File: src/rtl/keypad_scanner.sv
// 3x4 keypad scanner: column drive, row synchronizer, whole-scan debounce, one-cycle key events.
// Define KEYPAD_MULTI_REJECT_EN to treat simultaneous presses as no key (default: lowest index wins).
`timescale 1ns/1ps
module keypad_scanner #(
  parameter int unsigned SCAN_DIV       = 1000,
  parameter int unsigned DEBOUNCE_SCANS = 4
) (
  input  logic       clk,
  input  logic       reset_n,
  input  logic [3:0] key_row,
  output logic [2:0] key_col,
  output logic [3:0] key_code,
  output logic       key_valid,
  output logic       key_held
);

  localparam int unsigned DwellW = (SCAN_DIV > 1) ? $clog2(SCAN_DIV) : 1;
  localparam logic [3:0]  NoKey  = 4'hF;
  localparam logic [3:0]  DbMax  = 4'(DEBOUNCE_SCANS);

  logic [3:0]        row_s1_q, row_s2_q;
  logic [DwellW-1:0] dwell_q, dwell_d;
  logic [1:0]        col_q, col_d;
  logic [2:0][3:0]   snap_q, snap_d;
  logic              scan_done_q, scan_done_d;
  logic [3:0]        last_q, last_d, acc_q, acc_d, cnt_q, cnt_d;
  logic [3:0]        key_code_d;
  logic              key_valid_d, key_held_d;
  logic              last_dwell;
  logic [11:0]       press;
  logic [3:0]        result;

  function automatic logic [3:0] key_of(input int idx);
    logic [3:0] code;
    case (idx)
      9:       code = 4'hA;
      10:      code = 4'h0;
      11:      code = 4'hB;
      default: code = 4'(idx + 1);
    endcase
    return code;
  endfunction

  assign last_dwell = (dwell_q == DwellW'(SCAN_DIV - 1));

  always_comb begin
    unique case (col_q)
      2'd1:    key_col = 3'b101;
      2'd2:    key_col = 3'b011;
      default: key_col = 3'b110;
    endcase
  end

  // Capture at the end of the dwell so the 2-flop sync latency stays inside the column window.
  always_comb begin
    dwell_d     = dwell_q + DwellW'(1);
    col_d       = col_q;
    snap_d      = snap_q;
    scan_done_d = 1'b0;
    if (last_dwell) begin
      dwell_d = '0;
      col_d   = (col_q == 2'd2) ? 2'd0 : col_q + 2'd1;
      case (col_q)
        2'd1:    snap_d[1] = row_s2_q;
        2'd2:    snap_d[2] = row_s2_q;
        default: snap_d[0] = row_s2_q;
      endcase
      scan_done_d = (col_q == 2'd2);
    end
  end

  always_comb begin
    press = '0;
    for (int r = 0; r < 4; r++) begin
      for (int c = 0; c < 3; c++) begin
        press[3*r+c] = ~snap_q[c][r];
      end
    end
    result = NoKey;
    for (int i = 11; i >= 0; i--) begin
      if (press[i]) result = key_of(i);
    end
`ifdef KEYPAD_MULTI_REJECT_EN
    if ($countones(press) > 1) result = NoKey;
`endif
  end

  always_comb begin
    last_d      = last_q;
    cnt_d       = cnt_q;
    acc_d       = acc_q;
    key_code_d  = key_code;
    key_held_d  = key_held;
    key_valid_d = 1'b0;
    if (scan_done_q) begin
      if (result != last_q) begin
        last_d = result;
        cnt_d  = 4'd1;
      end else begin
        cnt_d = (cnt_q >= DbMax) ? DbMax : cnt_q + 4'd1;
      end
      if (cnt_d == DbMax && last_d != acc_q) begin
        acc_d = last_d;
        if (last_d != NoKey) begin
          key_code_d  = last_d;
          key_valid_d = 1'b1;
          key_held_d  = 1'b1;
        end else begin
          key_held_d = 1'b0;
        end
      end
    end
  end

  always_ff @(posedge clk or negedge reset_n) begin
    if (!reset_n) begin
      row_s1_q    <= 4'hF;
      row_s2_q    <= 4'hF;
      dwell_q     <= '0;
      col_q       <= 2'd0;
      snap_q      <= {3{4'hF}};
      scan_done_q <= 1'b0;
      last_q      <= NoKey;
      acc_q       <= NoKey;
      cnt_q       <= 4'd0;
      key_code    <= 4'h0;
      key_valid   <= 1'b0;
      key_held    <= 1'b0;
    end else begin
      row_s1_q    <= key_row;
      row_s2_q    <= row_s1_q;
      dwell_q     <= dwell_d;
      col_q       <= col_d;
      snap_q      <= snap_d;
      scan_done_q <= scan_done_d;
      last_q      <= last_d;
      acc_q       <= acc_d;
      cnt_q       <= cnt_d;
      key_code    <= key_code_d;
      key_valid   <= key_valid_d;
      key_held    <= key_held_d;
    end
  end

endmodule

File: config.mk
export PLATFORM = sky130hd
export DESIGN_NAME = keypad_scanner
export DESIGN_NICKNAME = d
export VERILOG_FILES = /design/src/rtl/keypad_scanner.sv
export SDC_FILE = /design/constraint.sdc
export NUM_CORES = 1
export LEC_CHECK = 0
export ABC_AREA = 1
export CORE_MARGIN = 2
export CORE_UTILIZATION = 52
export CTS_BUF_LIST = sky130_fd_sc_hd__clkbuf_8 sky130_fd_sc_hd__clkbuf_16
export DETAILED_ROUTE_END_ITERATION = 7
export PLACE_DENSITY = 0.77
export SYNTH_ARGS = -nofsm -noshare
export SYNTH_HDL_FRONTEND = slang
export SYNTH_SLANG_ARGS = --single-unit
File: constraint.sdc
create_clock -name clk -period 1.85 [get_ports clk]
set_input_delay 0.185 -clock clk [delete_from_list [all_inputs] [get_ports clk]]
set_output_delay 0.185 -clock clk [all_outputs]
set_load 0.03 [all_outputs]
==> key figures, run 1 <==
Run status
  • Outcome: finished with violations
  • Failing checks: setup timing

Critical path
  • Setup CP Type: flip-flop to flip-flop
  • Most used cell, CP: nand2_1
  • Flop2flop setup slack: -0.20 ns
  • CP bufs+invs: 3
  • Worst r2r dst: key_valid
  • Crit Path Max Fanout: 7
  • CP top delay family: simple AND/OR/NAND/NOR gates
  • CP endpoint kind: flip-flop
  • CP max-delay cell: dfstp_2
  • WP data arrival: about 2.3 ns
  • Cell depth of the worst flop-to-flop path: 18
  • Worst path cell trace: buf_6, nand2_4, nand2_1, nand2_1, nand2_1, nand2_1, nand2_1, nand2_1, nand2_1, nand2_2, nand2_2, nand2_2, nand2_4, nand4_4, nor2_8, nand3_4, buf_4, inv_2
  • CP peak stage delay: between 0.5 and 0.6 ns
  • Reg-to-reg startpoint: snap_q[7]
  • Critical Path Start Type: flip-flop
  • CP Data Required Time: 2.10 ns

Timing
  • Final slew viol count: 0
  • Hold WS: just under 0.3 ns
  • Final setup margin: -0.201 ns
  • Final min period: between 2 and 2.5 ns
  • Relative max-transition margin: 58.2%
  • Period utilization: 111%
  • TNS Setup: -1.78 ns
  • Setup violators final: 12
  • Unrepaired setup endpoints after global routing: true
  • Clock skew: roughly 0.012 ns
  • Slew @ Worst Pin: about 0.63 ns
  • Final Hold Fails: 0
  • FMAX: between 400 and 500 MHz

Layout
  • Non-Filler Instances: 354
  • Antenna Cells: 0
  • Nets: around 310
  • Filler cell count: 331
  • Layout cells sized above 1: between 30% and 40%
  • Synth-to-layout area growth: 28.0%
  • Final core occ: between 60% and 70%
  • Final Cell Area: 3030 um^2

Global routing
  • Grt met3 use: under 10%
  • GR Overflow Total: 0
  • M2 GR Usage: 32.5%
  • Top Usage Layer GRT: met2
  • Number of global-route vias before repair: around 1800
  • Initial antenna violation count: 0
  • Met1 usage: between 20% and 30%
  • First-pass GRT wire length: between 7000 and 8000 um
  • GR Util All Layers: around a fifth
  • Pin count of the biggest net entering global routing: between 50 and 60

Die
  • Die footprint: a little over 5000 um^2
  • Row count: 24
  • CORE AREA: ~4400 um^2
  • Die Width: approximately 71 um
  • Die Ht: 71.5 um
  • Starting Density: 54.0%
  • IO Pins: 15

Clock network
  • Clock root buffer: clkbuf_8
  • # clock sinks: between 50 and 60
  • H-tree depth: 2
  • CTS tree: yes
  • TritonCTS buffer count: 5
  • Clock Pin Slew Worst Setup and Hold Paths: around 0.090 ns
  • Worst-Skew Late Latency: about 0.30 ns
  • Max Root-Sink Buffers: 2

Hold path
  • Min-Delay Endpoint: row_s1_q[2]
  • Worst hold start: key_row[2]
  • Hold depth: 1
  • Tightest Hold Check Type: primary input to flip-flop

Route
  • Drc violations: 0
  • DR iter-0 viols: 75
  • Drt wl/cell: roughly 12 um
  • Via Count: about 1800
  • Total wire length: between 4000 and 5000 um
  • Drt first pass iters: 4
  • Via density: about 5.0
  • Antenna-violating nets left: 0

Place
  • Placer Congestion: 0.820
  • DP Worst Slack: -0.248 ns
  • Cell count after placement: ~340
  • Post-DP HPWL: about 3000 um
  • Area after DPL: approximately 2700 um^2
  • Port bufs: 14

Yosys
  • Seq cells post-synth: about 50
  • Post-synth top area share: 31.1%
  • Share of the yosys chip area belonging to registers: around 55%
  • Post-synthesis cell area: 2370 um^2
  • Synth Area in Simple Gates: between 20% and 30%
  • Post-Synth Adder-Cell Area: between 3 and 4%
  • Synth area leader: dfstp_2
  • Main combinational cell family by area after synthesis: simple AND/OR/NAND/NOR gates
  • Syn_nets: roughly 260
  • Post-Syn Instances: 250
  • Yosys Warn Count: 0
  • Avg Inst Size Synth: between 9 and 10 um^2
  • Fraction of synthesized cell area in xor and xnor cells: 1.85%
  • Compound-cell area share of the yosys netlist: 8.35%
  • Mux contribution to synthesized area: 0%
  • Top cells by area, synth: dfstp_2, dfrtp_1, nand2_1
  • Netlist cell types: 34

Power and ir drop
  • Final Power: between 1.5 and 2 mW
  • Leak pwr: about 1.4 nW
  • Peak supply drop: 538 uV
  • PD cells: ~630 nW/um^2

Run
  • Max cap viols: 0
per-layer routing:
| layer | part of all wire, % | vias to the layer above | wire length (um) |
|---|---|---|---|
| li1 | - | 892 | - |
| met1 | 43 | 833 | 1850 |
| met2 | 52 | 25 | 2260 |
| met3 | 2.6 | 11 | 114 |
| met4 | 2.1 | 0 | 92 |
| met5 | 0 | - | 0 |
worst max-delay path by stage:
stage / from / to / slack, ns / cells after the start
finish: snap_q[7] / key_valid / -0.20 / 18
global placement: snap_q[10] / key_code[2] / -0.16 / 12
detailed placement: snap_q[7] / key_code[3] / -0.25 / 13
floorplan: snap_q[2] / key_code[0] / -0.09 / 11
global route: snap_q[7] / key_code[3] / -0.37 / 18
CTS: snap_q[7] / key_code[3] / -0.25 / 13
registers in the layout, indices dropped and copies added, names as in the netlist:
signal and count:
acc_q 4, cnt_q 4, col_q 2, dwell_q 10, key_code 4, key_held 1
key_valid 1, last_q 4, row_s1_q 4, row_s2_q 4, scan_done_q 1, snap_q 12
cell usage after synthesis:
cell       count
nand2_1       62
inv_1         35
dfstp_2       28
dfrtp_1       23
o21ai_0       23
nor2_1        14
nand2_2        7
ha_1           6
nand3_1        6
a21oi_1        5
nand4_1        5
nor3_1         4
xor2_1         4
clkinv_1       2
nand3_2        2
nand3_4        2
nor2_2         2
o21ai_1        2
o21ai_2        2
or2_2          2
a2bb2oi_1      1
a32o_1         1
clkbuf_1       1
inv_2          1
nand2_4        1
nand3b_1       1
nand4_2        1
nand4_4        1
nor2_4         1
nor2_8         1
nor3b_2        1
o21bai_2       1
or2_1          1
xnor2_1        1
what timing repair did:
item,CTS,global route
setup buffers,5,4
hold buffers,1,0
setup endpoints to repair,14,14
pin swaps,11,17
resized for setup,10,23
hold endpoints to repair,3,0
where the power goes:
part	total [mW]	internal [mW]	leakage [nW]	switching, mW
sequential	1.13	1.13	0.597	0.00215
combinational	0.0358	0.0114	0.748	0.0244
clock	0.739	0.394	0.0607	0.345
placed cells by master, fill, tap and decap left out, types with 2 or more instances in the layout:
cell type        Yosys  layout
nand2_2              7      19
nor3_1               4       4
nand4_1              5       5
xor2_1               4       3
nor2_1              14      12
inv_1               35      35
nand2_4              1       3
buf_4                0      26
nand3_4              2       3
nor2_2               2       2
o21ai_0             23      21
buf_6                0       4
or2_2                2       2
o21ai_2              2       4
inv_2                1       4
dfrtp_1             23      23
dlygate4sd2_1        0       2
nand3_1              6       6
nand4_4              1       2
nand2_1             62      48
o21ai_1              2       2
a21oi_1              5       4
dfstp_2             28      28
clkbuf_8             0       5
ha_1                 6       6
nor2_4               1       3
clkdlybuf4s50_1      0      10
kinds of logic after synthesis:
| family | count (synthesis) |
|---|---|
| XOR/XNOR | 5 |
| AO/OA/AOI/OAI | 35 |
| buffers and inverters | 39 |
| AND/OR/NAND/NOR | 114 |
| flip-flops | 51 |
| adder cells (fa/ha/maj) | 6 |
cell type report:
cell class | count | area, um^2 | area share (%)
well taps | 52 | 65.1 | 2.15
clock buffers | 5 | 68.8 | 2.27
multi-input cells | 160 | 1020 | 33.6
flip-flops and latches | 51 | 1310 | 43.3
clock inverters | 3 | 37.5 | 1.24
repair buffers | 45 | 385 | 12.7
inverters | 38 | 143 | 4.71
Power figures use the tool's default switching activity.
==> run 2: changes to the inputs <==
--- a/config.mk
+++ b/config.mk
@@ -6,7 +6,8 @@
 export NUM_CORES = 1
 export LEC_CHECK = 0
 export ABC_AREA = 1
-export CORE_MARGIN = 2
+export CORE_ASPECT_RATIO = 1.5
+export CORE_MARGIN = 1
 export CORE_UTILIZATION = 52
 export CTS_BUF_LIST = sky130_fd_sc_hd__clkbuf_8 sky130_fd_sc_hd__clkbuf_16
 export DETAILED_ROUTE_END_ITERATION = 7
==> run 2 against run 1 <==
Effect of this change:
- the flow still finishes with violations (setup timing)
- combinational power is 10% higher
- total power is 1.2% higher
- register-to-register slack worse by 0.03 ns
- die area is 5.4% lower
- sequential power hardly changed
- sequential share of layout area is 0.71 points higher
- worst setup slack worse by 0.027 ns
- critical path type unchanged
- critical endpoint is now key_code[3]
- largest cell class unchanged
- highest routed layer unchanged
==> key figures, run 2 (synthesized netlist as in run 1, its figures left out) <==
Layout
  • Antenna Cells: 0
  • Most frequent cells in the layout: nand2_1, inv_1, dfstp_2
  • Synth-to-layout area growth: 25.9%
  • Final Cell Area: between 2000 and 3000 um^2
  • Nets: just over 300
  • Largest registers: snap_q x12, dwell_q x10
  • Most common cell after layout, fill and taps aside: nand2_1
  • Layout cells sized above 1: a little over a third
  • Max FFs per register: 12
  • Largest register by flop count: snap_q

Critical path
  • Critical Path Start Type: flip-flop
  • CP max-delay cell: dfstp_2
  • CP endpoint kind: flip-flop
  • Setup CP Type: flip-flop to flip-flop
  • CP Data Required Time: roughly 2 ns
  • Cell depth of the worst flop-to-flop path: 13
  • CP peak stage delay: just under 0.6 ns
  • Most used cell, CP: nand2_1
  • Worst r2r dst: key_code[3]
  • Worst path cell trace: buf_6, a21oi_4, nor2_2, o21bai_2, buf_4, nand3b_1, nand2_2, nor2_4, nand4_4, nor2_8, nand3_4, nand2_1, nand2_1
  • Flop2flop setup slack: -0.23 ns
  • Crit Path Max Fanout: 8
  • Reg-to-reg startpoint: snap_q[3]
  • WP data arrival: between 2 and 2.5 ns

Die
  • Row count: 29
  • IO Pins: 15
  • Die Ht: around 85 um
  • Die Width: around 57 um
  • Die footprint: around 4800 um^2
  • CORE AREA: 4280 um^2
  • Starting Density: 55.3%

Run
  • Max cap viols: 0

Power and ir drop
  • Final Power: slightly below 2 mW
  • Int Pwr: between 1.5 and 2 mW
  • PD cells: roughly 650 nW/um^2
  • Clock power share: roughly 39%
  • Peak supply drop: approximately 560 uV
  • P_sw: approximately 0.39 mW
  • Power share of the combinational group: about 2.0%
  • Switching Share: approximately a fifth
  • Seq pwr share: 58.7%
  • Leak pwr: 1.37 nW

Clock network
  • TritonCTS buffer count: 5
  • Worst-Skew Late Latency: ~0.30 ns
  • Clock root buffer: clkbuf_8
  • Clock Pin Slew Worst Setup and Hold Paths: 0.09 ns
  • H-tree depth: 2
  • Max Root-Sink Buffers: 2
  • # clock sinks: 51
  • CTS tree: yes

Route
  • Drc violations: 0
  • Antenna-violating nets left: 0
  • Drt wl/cell: 12.6 um
  • Drt first pass iters: 4
  • Via density: about 5
  • Total wire length: around 4300 um
  • DR iter-0 viols: 26
  • Via Count: 1730

Global routing
  • Initial antenna violation count: 0
  • GR Overflow Total: 0
  • Pin count of the biggest net entering global routing: between 50 and 60
  • Number of global-route vias before repair: 1705
  • First-pass GRT wire length: ~7300 um
  • GR Util All Layers: 19.8%

Run status
  • Failing checks: setup timing
  • Outcome: finished with violations

Timing
  • Unrepaired setup endpoints after global routing: true
  • Clock skew: between 0.004 and 0.005 ns
  • Final Hold Fails: 0
  • Setup violators final: 12
  • FMAX: approximately 480 MHz
  • Final setup margin: -0.228 ns
  • Relative max-transition margin: 78.0%
  • Final min period: 2.08 ns
  • Slew @ Worst Pin: roughly 0.33 ns
  • Period utilization: 112%
  • Final slew viol count: 0

Place
  • Post-DP HPWL: about 3000 um
  • Area after DPL: around 2700 um^2
  • Port bufs: 14
  • Placer Congestion: approximately 0.73

Hold path
  • Tightest Hold Check Type: primary input to flip-flop
  • Worst hold start: key_row[1]
  • Hold depth: 1
  • Min-Delay Endpoint: row_s1_q[1]
[run 2: cell types whose count changed in the layout (fill, tap and decap cells not counted), sizes merged]
cell | previous run | this run
buf | 31 | 26
inv | 39 | 38
bufinv | 1 | 0
dlymetal6s2s | 1 | 0
dlygate4sd2 | 2 | 3
clkbuf | 5 | 7
[run 2: layout make-up]
| type | count | area, um^2 |
|---|---|---|
| clock buffers | 7 | 108 |
| inverters | 38 | 143 |
| multi-input cells | 160 | 1010 |
| clock inverters | 1 | 8.76 |
| flip-flops and latches | 51 | 1310 |
| repair buffers | 40 | 345 |
| fillers | 330 | 1300 |
| well taps | 46 | 57.6 |
[run 2: stage by stage]
stage | worst slack [ns] | setup TNS (ns) | std cells | util [%] | hold WS [ns]
global placement | -0.164 | -1.29 | 328 | 63.9 | 0.194
finish | -0.228 | -2.03 | 343 | 69.6 | 0.278
detailed placement | -0.198 | -1.53 | 328 | 63.9 | 0.193
floorplan | -0.0932 | -0.544 | 250 | - | -0.111
global route | -0.347 | -3.53 | 343 | 69.6 | 0.254
CTS | -0.179 | -1.37 | 341 | 68.3 | 0.263
[run 2: routing by layer]
layer | vias up | share of wire [%] | global-route usage (%)
li1 | 883 | - | -
met1 | 812 | 40 | 21.5
met2 | 26 | 56 | 36.4
met3 | 9 | 2.2 | 3.70
met4 | 0 | 2.5 | 8.65
met5 | - | 0 | 0
[run 2: worst max-delay path by stage]
stage | start | end | slack [ns]
2_1_floorplan | snap_q[2] | key_code[0] | -0.09
5_1_grt | snap_q[2] | key_code[1] | -0.35
6_report | snap_q[3] | key_code[3] | -0.23
3_3_place_gp | snap_q[3] | key_code[3] | -0.16
3_5_place_dp | snap_q[3] | key_code[1] | -0.20
4_1_cts | snap_q[6] | key_code[3] | -0.18
[run 2: timing repair]
item	in CTS	in global routing
pin swaps	10	12
gates cloned	0	0
hold endpoints to repair	23	0
hold buffers	1	0
setup endpoints to repair	13	13
gates resized for setup	12	13
buffers inserted	4	2
[run 2: critical path, delay by kind of cell (launching register included)]
kind	cells	cell delay (ns)
compound gates	2	0.13
flops	1	0.58
buf+inv	2	0.25
simple gates	9	1.01
[run 2: power groups by stage]
stage,Sequential (mW),Clock (mW),Combinational (mW)
2_1_floorplan,1.15,0,0.00256
3_3_place_gp,1.15,0,0.0393
3_5_place_dp,1.15,0,0.0397
4_1_cts,1.13,0.789,0.0411
5_1_grt,1.14,0.825,0.0455
6_report,1.13,0.758,0.0394
